==> src/rtl/mbhd_pkg.sv <==
// Shared types and defaults for the multi-ball hit detector.
// Optional feature macro: HIT_COOLDOWN_EN (per-channel post-hit cooldown).
package mbhd_pkg;

  localparam int H_ACTIVE_DEF = 640;
  localparam int V_ACTIVE_DEF = 480;

  typedef logic [9:0] coord_t;

  typedef enum logic [1:0] {
    ARMED    = 2'd0,
    HIT      = 2'd1,
    COOLDOWN = 2'd2
  } ch_state_e;

  // Inclusive span test [lo, lo+size-1] done in 11 bits so a box near the
  // right/bottom edge of the 10-bit coordinate space cannot wrap.
  function automatic logic in_span(input coord_t p, input coord_t lo, input int size);
    logic [10:0] lo_w;
    logic [10:0] hi_w;
    logic [10:0] p_w;
    lo_w = {1'b0, lo};
    hi_w = lo_w + 11'(size - 1);
    p_w  = {1'b0, p};
    return (p_w >= lo_w) && (p_w <= hi_w);
  endfunction

endpackage

==> src/rtl/multi_ball_hit_detector_channel.sv <==
// One ball channel: box compare, saturating pixel accumulator, per-frame
// hit FSM and (with HIT_COOLDOWN_EN) the cooldown frame counter.
module ball_hit_channel
  import mbhd_pkg::*;
#(
  parameter int BALL_SIZE       = 32,
  parameter int HIT_THRESHOLD   = 64,
  parameter int COOLDOWN_FRAMES = 8
) (
  input  logic       clk,
  input  logic       reset,
  input  logic [9:0] x_pixel,
  input  logic [9:0] y_pixel,
  input  logic       de,
  input  logic       is_target_color,
  input  logic [9:0] ball_x,
  input  logic [9:0] ball_y,
  input  logic       ball_valid,
  input  logic       frame_end,
  input  logic       score_clear,
  output logic       hit_pulse,
  output logic [9:0] hit_count
);

  localparam logic [10:0] THR = 11'(HIT_THRESHOLD);

  ch_state_e  state;
  logic [9:0] acc;
  logic       in_box;

  assign in_box    = de && in_span(x_pixel, ball_x, BALL_SIZE)
                        && in_span(y_pixel, ball_y, BALL_SIZE);
  assign hit_pulse = (state == HIT);

  // Accumulate target pixels inside the box; emptied every frame boundary.
  always_ff @(posedge clk or negedge reset) begin
    if (!reset)                                      acc <= '0;
    else if (score_clear || !ball_valid || frame_end) acc <= '0;
    else if (in_box && is_target_color && acc != 10'h3FF) acc <= acc + 10'd1;
  end

  // Publish the completed frame's count at the frame boundary.
  always_ff @(posedge clk or negedge reset) begin
    if (!reset)           hit_count <= '0;
    else if (score_clear) hit_count <= '0;
    else if (frame_end)   hit_count <= acc;
  end

`ifdef HIT_COOLDOWN_EN
  localparam int CW = $clog2(COOLDOWN_FRAMES + 2);
  logic [CW-1:0] cd;

  // Frames left to ignore hits; loaded while in HIT, counted down per frame.
  always_ff @(posedge clk or negedge reset) begin
    if (!reset)                                     cd <= '0;
    else if (score_clear || !ball_valid)            cd <= '0;
    else if (state == HIT)                          cd <= CW'(COOLDOWN_FRAMES);
    else if (state == COOLDOWN && frame_end && cd != '0) cd <= cd - CW'(1);
  end
`else
  // Cooldown disabled: the parameter is kept only so the port/parameter list
  // is identical in both builds; nothing is generated from it.
  if (COOLDOWN_FRAMES < 0) begin : g_cooldown_unused
  end
`endif

  // Per-channel hit FSM; a hidden or cleared ball is always re-armed.
  always_ff @(posedge clk or negedge reset) begin
    if (!reset)                          state <= ARMED;
    else if (score_clear || !ball_valid) state <= ARMED;
    else begin
      case (state)
        ARMED:    if (frame_end && ({1'b0, acc} >= THR)) state <= HIT;
`ifdef HIT_COOLDOWN_EN
        HIT:      state <= COOLDOWN;
        COOLDOWN: if (frame_end && cd <= CW'(1)) state <= ARMED;
`else
        HIT:      state <= ARMED;
`endif
        default:  state <= ARMED;
      endcase
    end
  end

endmodule

==> src/rtl/multi_ball_hit_detector.sv <==
// Top: frame-end detection, NUM_BALLS hit channels, saturating score.
// Optional feature macro: HIT_COOLDOWN_EN (per-channel post-hit cooldown).
module multi_ball_hit_detector
  import mbhd_pkg::*;
#(
  parameter int NUM_BALLS       = 2,
  parameter int BALL_SIZE       = 32,
  parameter int HIT_THRESHOLD   = 64,
  parameter int COOLDOWN_FRAMES = 8,
  parameter int H_ACTIVE        = H_ACTIVE_DEF,
  parameter int V_ACTIVE        = V_ACTIVE_DEF
) (
  input  logic                      clk,
  input  logic                      reset,
  input  logic [9:0]                x_pixel,
  input  logic [9:0]                y_pixel,
  input  logic                      DE,
  input  logic                      is_target_color,
  input  logic [NUM_BALLS-1:0][9:0] ball_x,
  input  logic [NUM_BALLS-1:0][9:0] ball_y,
  input  logic [NUM_BALLS-1:0]      ball_valid,
  input  logic                      score_clear,
  output logic [NUM_BALLS-1:0]      hit_pulse,
  output logic [7:0]                score,
  output logic [NUM_BALLS-1:0][9:0] hit_count
);

  logic       frame_end;
  logic [2:0] hits;
  logic [8:0] score_sum;

  // Frame boundary strobe, one cycle after the last active pixel.
  always_ff @(posedge clk or negedge reset) begin
    if (!reset) frame_end <= 1'b0;
    else        frame_end <= DE && (x_pixel == 10'(H_ACTIVE - 1))
                               && (y_pixel == 10'(V_ACTIVE - 1));
  end

  for (genvar i = 0; i < NUM_BALLS; i++) begin : g_ch
    ball_hit_channel #(
      .BALL_SIZE       (BALL_SIZE),
      .HIT_THRESHOLD   (HIT_THRESHOLD),
      .COOLDOWN_FRAMES (COOLDOWN_FRAMES)
    ) u_ch (
      .clk             (clk),
      .reset           (reset),
      .x_pixel         (x_pixel),
      .y_pixel         (y_pixel),
      .de              (DE),
      .is_target_color (is_target_color),
      .ball_x          (ball_x[i]),
      .ball_y          (ball_y[i]),
      .ball_valid      (ball_valid[i]),
      .frame_end       (frame_end),
      .score_clear     (score_clear),
      .hit_pulse       (hit_pulse[i]),
      .hit_count       (hit_count[i])
    );
  end

  // Number of channels hitting this cycle.
  always_comb begin
    hits = '0;
    for (int i = 0; i < NUM_BALLS; i++) hits = hits + 3'(hit_pulse[i]);
  end

  assign score_sum = {1'b0, score} + 9'(hits);

  // Saturating score; clear wins over any same-cycle hit.
  always_ff @(posedge clk or negedge reset) begin
    if (!reset)           score <= '0;
    else if (score_clear) score <= '0;
    else                  score <= score_sum[8] ? 8'hFF : score_sum[7:0];
  end

endmodule

==> config.mk <==
export PLATFORM = sky130hd
export DESIGN_NAME = multi_ball_hit_detector
export DESIGN_NICKNAME = d
export VERILOG_FILES = /design/src/rtl/mbhd_pkg.sv /design/src/rtl/multi_ball_hit_detector_channel.sv /design/src/rtl/multi_ball_hit_detector.sv
export SDC_FILE = /design/constraint.sdc
export NUM_CORES = 1
export LEC_CHECK = 0
export CAP_MARGIN = 15
export CORE_MARGIN = 10
export CORE_UTILIZATION = 48
export CTS_CLUSTER_DIAMETER = 60
export DETAILED_ROUTE_END_ITERATION = 12
export HOLD_SLACK_MARGIN = 0.03
export PLACE_DENSITY = 0.78
export SKIP_CTS_REPAIR_TIMING = 1
export SYNTH_ARGS = -nofsm -noshare
export SYNTH_HDL_FRONTEND = slang
export SYNTH_SLANG_ARGS = --single-unit
==> constraint.sdc <==
create_clock -name clk -period 2.2 [get_ports clk]
set_clock_uncertainty 0.05 [all_clocks]
set_input_delay 0.22 -clock clk [delete_from_list [all_inputs] [get_ports clk]]
set_output_delay 0.22 -clock clk [all_outputs]
set_load 0.005 [all_outputs]
# ---- Yosys cells after proc, flatten, opt, wreduce, memory -nomap -nowiden
# Cells that the tools add are included.
# W data, S select, Z words.
dict set report classes {
  eq_ne 8
  order_cmp 10
  reduce_logical 27
  n_mux 16
  add_sub_neg 8
}
# cell n
set ops {}
lappend ops {{$mux W10} 8}
lappend ops {{$add A10 B5 Y11 const B} 4}
lappend ops {{$le A10 B11 Y1} 4}
lappend ops {{$ge A10 B10 Y1} 4}
lappend ops {{$add A10 B1 Y10 const B} 2}
lappend ops {{$ge A10 B7 Y1 const B} 2}
lappend ops {{$ne A10 B10 Y1 const B} 2}
lappend ops {{$logic_and A1 B1 Y1} 16}
lappend ops {{$mux W8} 2}
lappend ops {{$mux W2} 6}
lappend ops {{$eq A10 B10 Y1 const B} 1}
lappend ops {{$eq A10 B9 Y1 const B} 1}
lappend ops {{$add A8 B2 Y9} 1}
lappend ops {{$ne A3 B1 Y1 const B} 2}
lappend ops {{$reduce_bool A2 Y1} 3}
lappend ops {{$eq A2 B1 Y1 const B} 2}
lappend ops {{$logic_not A2 Y1} 2}
lappend ops {{$logic_or A1 B1 Y1} 4}
lappend ops {{$add A1 B1 Y2} 1}
lappend ops {{$logic_not A1 Y1} 2}
dict set report word_totals {
  register_bits 53
  output_inout_bits 30
  wordCells 77
}

# ---- Longest topological paths before layout
dict set report depth {
  depth_word 9
  depth_mapped 14
  depth_no_buf 12
}

# ---- By module
# Synthesis repeated with hierarchy kept, for this count alone.
dict set report hier_totals {
  hier_cells 570
  hier_area_um2 5007.3
}
# module area_each_um2 cells_per_inst n_inst
set by_module_without_submodules {}
lappend by_module_without_submodules {{ball_hit_channel (g_ch[1].u_ch)} 2302.2 262 1}
lappend by_module_without_submodules {{ball_hit_channel (g_ch[0].u_ch)} 2212.1 257 1}
lappend by_module_without_submodules {multi_ball_hit_detector 493.0 51 1}

# ---- Least setup slack after synthesis
# OpenSTA, ideal clock, no wires.
dict set report synth_path {
  path_type {input port to flip-flop}
  startpoint {input ball_y[0] (netlist bit)}
  endpoint {register g_ch[0].u_ch.acc[5]}
  path_slack_ns -0.965
  stages 13
  setup_time_ns 0.078
  t_required_ns 2.072
  path_buffers 1
  arrival_time_ns 3.037
  cell_sequence {inv_1 -> ha_1 -> or4b_2 -> nand4_1 -> xnor2_1 -> ha_1 -> a21o_1 -> a211o_1 -> a211oi_1 -> o32ai_1 -> buf_2 -> or4_1 -> a21oi_1}
}
dict set report synth_between {
  elab_chain_cells 7
  elab_cells_between_ends 8
  cone_classes {add/sub: 1; order compare: 2; reduce/logical: 5}
}
# element line
set synth_rtl {}
lappend synth_rtl {{start, declared} multi_ball_hit_detector.sv:20} ;# input logic [NUM_BALLS-1:0][9:0] ball_y,
lappend synth_rtl {{$add A10 B5 Y11} mbhd_pkg.sv:23} ;# hi_w = lo_w + 11'(size - 1);
lappend synth_rtl {{$le A10 B11 Y1} mbhd_pkg.sv:25} ;# return (p_w >= lo_w) && (p_w <= hi_w);
lappend synth_rtl {{$logic_and A1 B1 Y1 (*)} mbhd_pkg.sv:25}
lappend synth_rtl {{$logic_and A1 B1 Y1 (*)} multi_ball_hit_detector_channel.sv:32} ;# && in_span(y_pixel, ball_y, BALL_SIZE);
lappend synth_rtl {{$logic_and A1 B1 Y1 (*) (2 in series)} multi_ball_hit_detector_channel.sv:39} ;# else if (in_box && is_target_color && acc != 10'h3FF) acc <= acc + 10'd1;
lappend synth_rtl {{$reduce_bool A2 Y1 (no line) (*)} -}
lappend synth_rtl {{end signal, assigned} multi_ball_hit_detector_channel.sv:39}
lappend synth_rtl {{end, declared} multi_ball_hit_detector_channel.sv:28} ;# logic [9:0] acc;
# Every way passes the cells marked *; elsewhere a longest branch is shown, timed or not.
# A chain may end at the register's enable or synchronous reset.

# ---- Final worst setup path
dict set report layout_path {
  startpoint {input ball_y[0] (netlist bit)}
  endpoint {register g_ch[0].u_ch.acc[8]}
}
# Same word-level chain as after synthesis.

==> results_dict.tcl <==
set metrics [dict create \
    io_buffers 96 \
    timing_worst_slew_pin_value_ns 0.6472 \
    die_x_microns 122.0 \
    synth_area_leaders "dfrtp_1 (26%), ha_1 (22%), xnor2_1 (5.4%)" \
    rsz0062_at_grt "true" \
    die_h_microns 122.0 \
    synth_common_cells "ha_1 (89), inv_1 (56), dfrtp_1 (51), nand2_1 (36), a21oi_1 (35)" \
    antenna_found_initial 0 \
    slew_violations 0 \
    num-fill-cells 653 \
    critPathLaunchType "primary input" \
    synth-seq-cells 51 \
    grt_pass1_wl_mm 26.19 \
    synth_most_common_cell "ha_1" \
    start_util 0.4884 \
    drc 0 \
    hold_violations 0 \
    synth_cell_type_count 55 \
    wirelength_mm 18.22 \
    synthMuxAreaShare 0.04607 \
    cts_root_buf "clkbuf_8" \
    insertion_delay_ns 0.30 \
    total_power_mw 2.861 \
    track_usage 0.2108 \
    layout_setup_ws_ns -0.7215 \
    final_util 0.7845 \
    via_per_inst 5.815 \
    ys.warnings.count 0 \
    dr.pass1.iters 5 \
    numCtsBuffers 5 \
    die-area_sq_mm 0.01489 \
    synth_flop_cell "dfrtp_1" \
    clk_path_buf_depth 2 \
    grt_pass1_vias 5580 \
    yosys.area_share.xor_xnor 0.05784 \
    period_share 1.328 \
    fin_nets 972 \
    synth_cells 569 \
    coreArea_sq_mm 0.01023 \
    power_leakage_nw 3.795 \
    ant_nets 0 \
    path_clk_slew_ns 0.10 \
    yosys.area.top_type "dfrtp_1" \
    placementRows 37 \
    diodes 0 \
    synth_area_sq_mm 0.004997 \
    ys_seq_area_frac 0.2554 \
    maxCapViolCount 0 \
    status "finished with violations" \
    drt_iter0_markers 371 \
    cp_data_arrival_time_ns 3.10 \
    place_congestion 0.9401 \
    max_slew_margin 0.5685 \
    synth-compound-area-share 0.1572 \
    synth-simple-area-share 0.2018 \
    critPathKind "in2reg" \
    syn_avg_cell_area_sq_um 8.783 \
    fmax_ghz 0.3423 \
    h-tree-depth 2 \
    final.min_clock_period_ns 2.922 \
    synthArstFlopShare 1.000 \
    synth-adder-area-share 0.2268 \
    synth_top_cell_area_share 0.2554 \
    peakVddDrop_mv 0.5626 \
    powerDensity_mw_per_mm2 356.4 \
    cp-end-kind "flip-flop" \
    drive_gt1_frac 0.3137 \
    whs_ns 0.4243 \
    cts_tree "built" \
    synth_edf_count 0 \
    dpl.hpwl_mm 13.40 \
    critPathMaxFanout 4 \
    grt_max_degree 52 \
    setup_viol 20 \
    hold_path.class "reg2reg" \
    vias 5536 \
    ios 97 \
    wire_per_inst_microns 19.14 \
    area_growth_pct 60.62 \
    synth_top_family_by_area "adder cells" \
    clock-sinks 51 \
    cp.required_ns 2.38 \
    violations "negative setup slack" \
    synthesis.nets 726 \
    grt.overflow.total 0 \
]
## cells in the final DEF, fill, tap and decap left out, drive strengths merged, types with 17 or more instances in the layout
| cell | count |
|---|---|
| clkdlybuf4s50 | 60 |
| inv | 54 |
| nand2 | 36 |
| a21oi | 35 |
| xnor2 | 31 |
| nor2 | 31 |
| dfrtp | 51 |
| dlymetal6s2s | 31 |
| nand3 | 18 |
| mux2i | 23 |
| ha | 89 |
| nand4 | 22 |
| buf | 158 |
| nor3 | 17 |
## power breakdown
group | leakage (nW) | internal (mW) | switching (mW)
sequential | 0.713 | 0.937 | 0.000181
combinational | 3.03 | 0.689 | 0.662
clock | 0.0484 | 0.259 | 0.314
total | 3.79 | 1.88 | 0.976
## sequential cells by signal (all words and copies together), names as in the netlist
signal               count
g_ch.u_ch.hit_count     20
g_ch.u_ch.acc           20
score                    8
frame_end                1
g_ch.u_ch.state          2
## layout make-up
cell class                 instances  area (sq um)  share of cell area
multi-input combinational        451          3991              0.4973
inverter                          56         245.2             0.03055
timing repair buffer             250          2248              0.2801
clock buffer                       7         86.33             0.01076
sequential                        51          1276              0.1590
tap                              136         170.2             0.02120
clock inverter                     1         8.758            0.001091
## critical path: stages
cell      delay [ns]
buf_8           0.10
clkinv_4        0.05
ha_4            0.12
or4b_4          0.45
nand4_1         0.10
xnor2_1         0.13
ha_1            0.27
a21o_1          0.17
a211o_1         0.33
a211oi_4        0.25
buf_6           0.15
o32ai_4         0.10
or4_1           0.51
a21oi_1         0.15
## through the flow
step                      area [sq um]  setup WS, ns  instances  TNS [ns]
after floorplan                   5139       -0.7268        569    -10.95
after global routing              8026       -0.7736        952    -12.73
after global placement            7208        -1.419        922    -26.39
final                             8026       -0.7215        952    -11.38
after CTS                         7303        -1.208        930    -21.96
after detailed placement          7208        -1.513        922    -28.17
## routing by layer
metal,part of all wire,global-route usage
met5,0,0
met4,0.021,0.02981
met3,0.075,0.04625
met2,0.50,0.3843
met1,0.40,0.2515
## worst paths after layout
path	start	endpoint	slack, ns	depth (start not counted)
min in group asynchronous	reset	g_ch[1].u_ch.hit_count[1]$_DFFE_PN0P_	0.51	3
worst max register to register	g_ch[1].u_ch.acc[2]$_DFFE_PN0P_	g_ch[1].u_ch.acc[8]$_DFFE_PN0P_	-0.32	6
worst max-delay path	ball_y[0]	g_ch[0].u_ch.acc[8]$_DFFE_PN0P_	-0.72	14
max in group asynchronous	reset	frame_end$_DFF_PN0_	1.16	3
worst min-delay path	g_ch[0].u_ch.state[0]$_DFFE_PN0P_	g_ch[0].u_ch.state[0]$_DFFE_PN0P_	0.42	1
worst min register to register	g_ch[0].u_ch.state[0]$_DFFE_PN0P_	g_ch[0].u_ch.state[0]$_DFFE_PN0P_	0.42	1
## cells by family after synthesis
group           Yosys count
xor+xnor                 33
simple gates            185
compound gates          118
flops                    51
buf+inv                  69
fa+ha+maj                90
mux                      23
(Power assumes the default switching activity.)
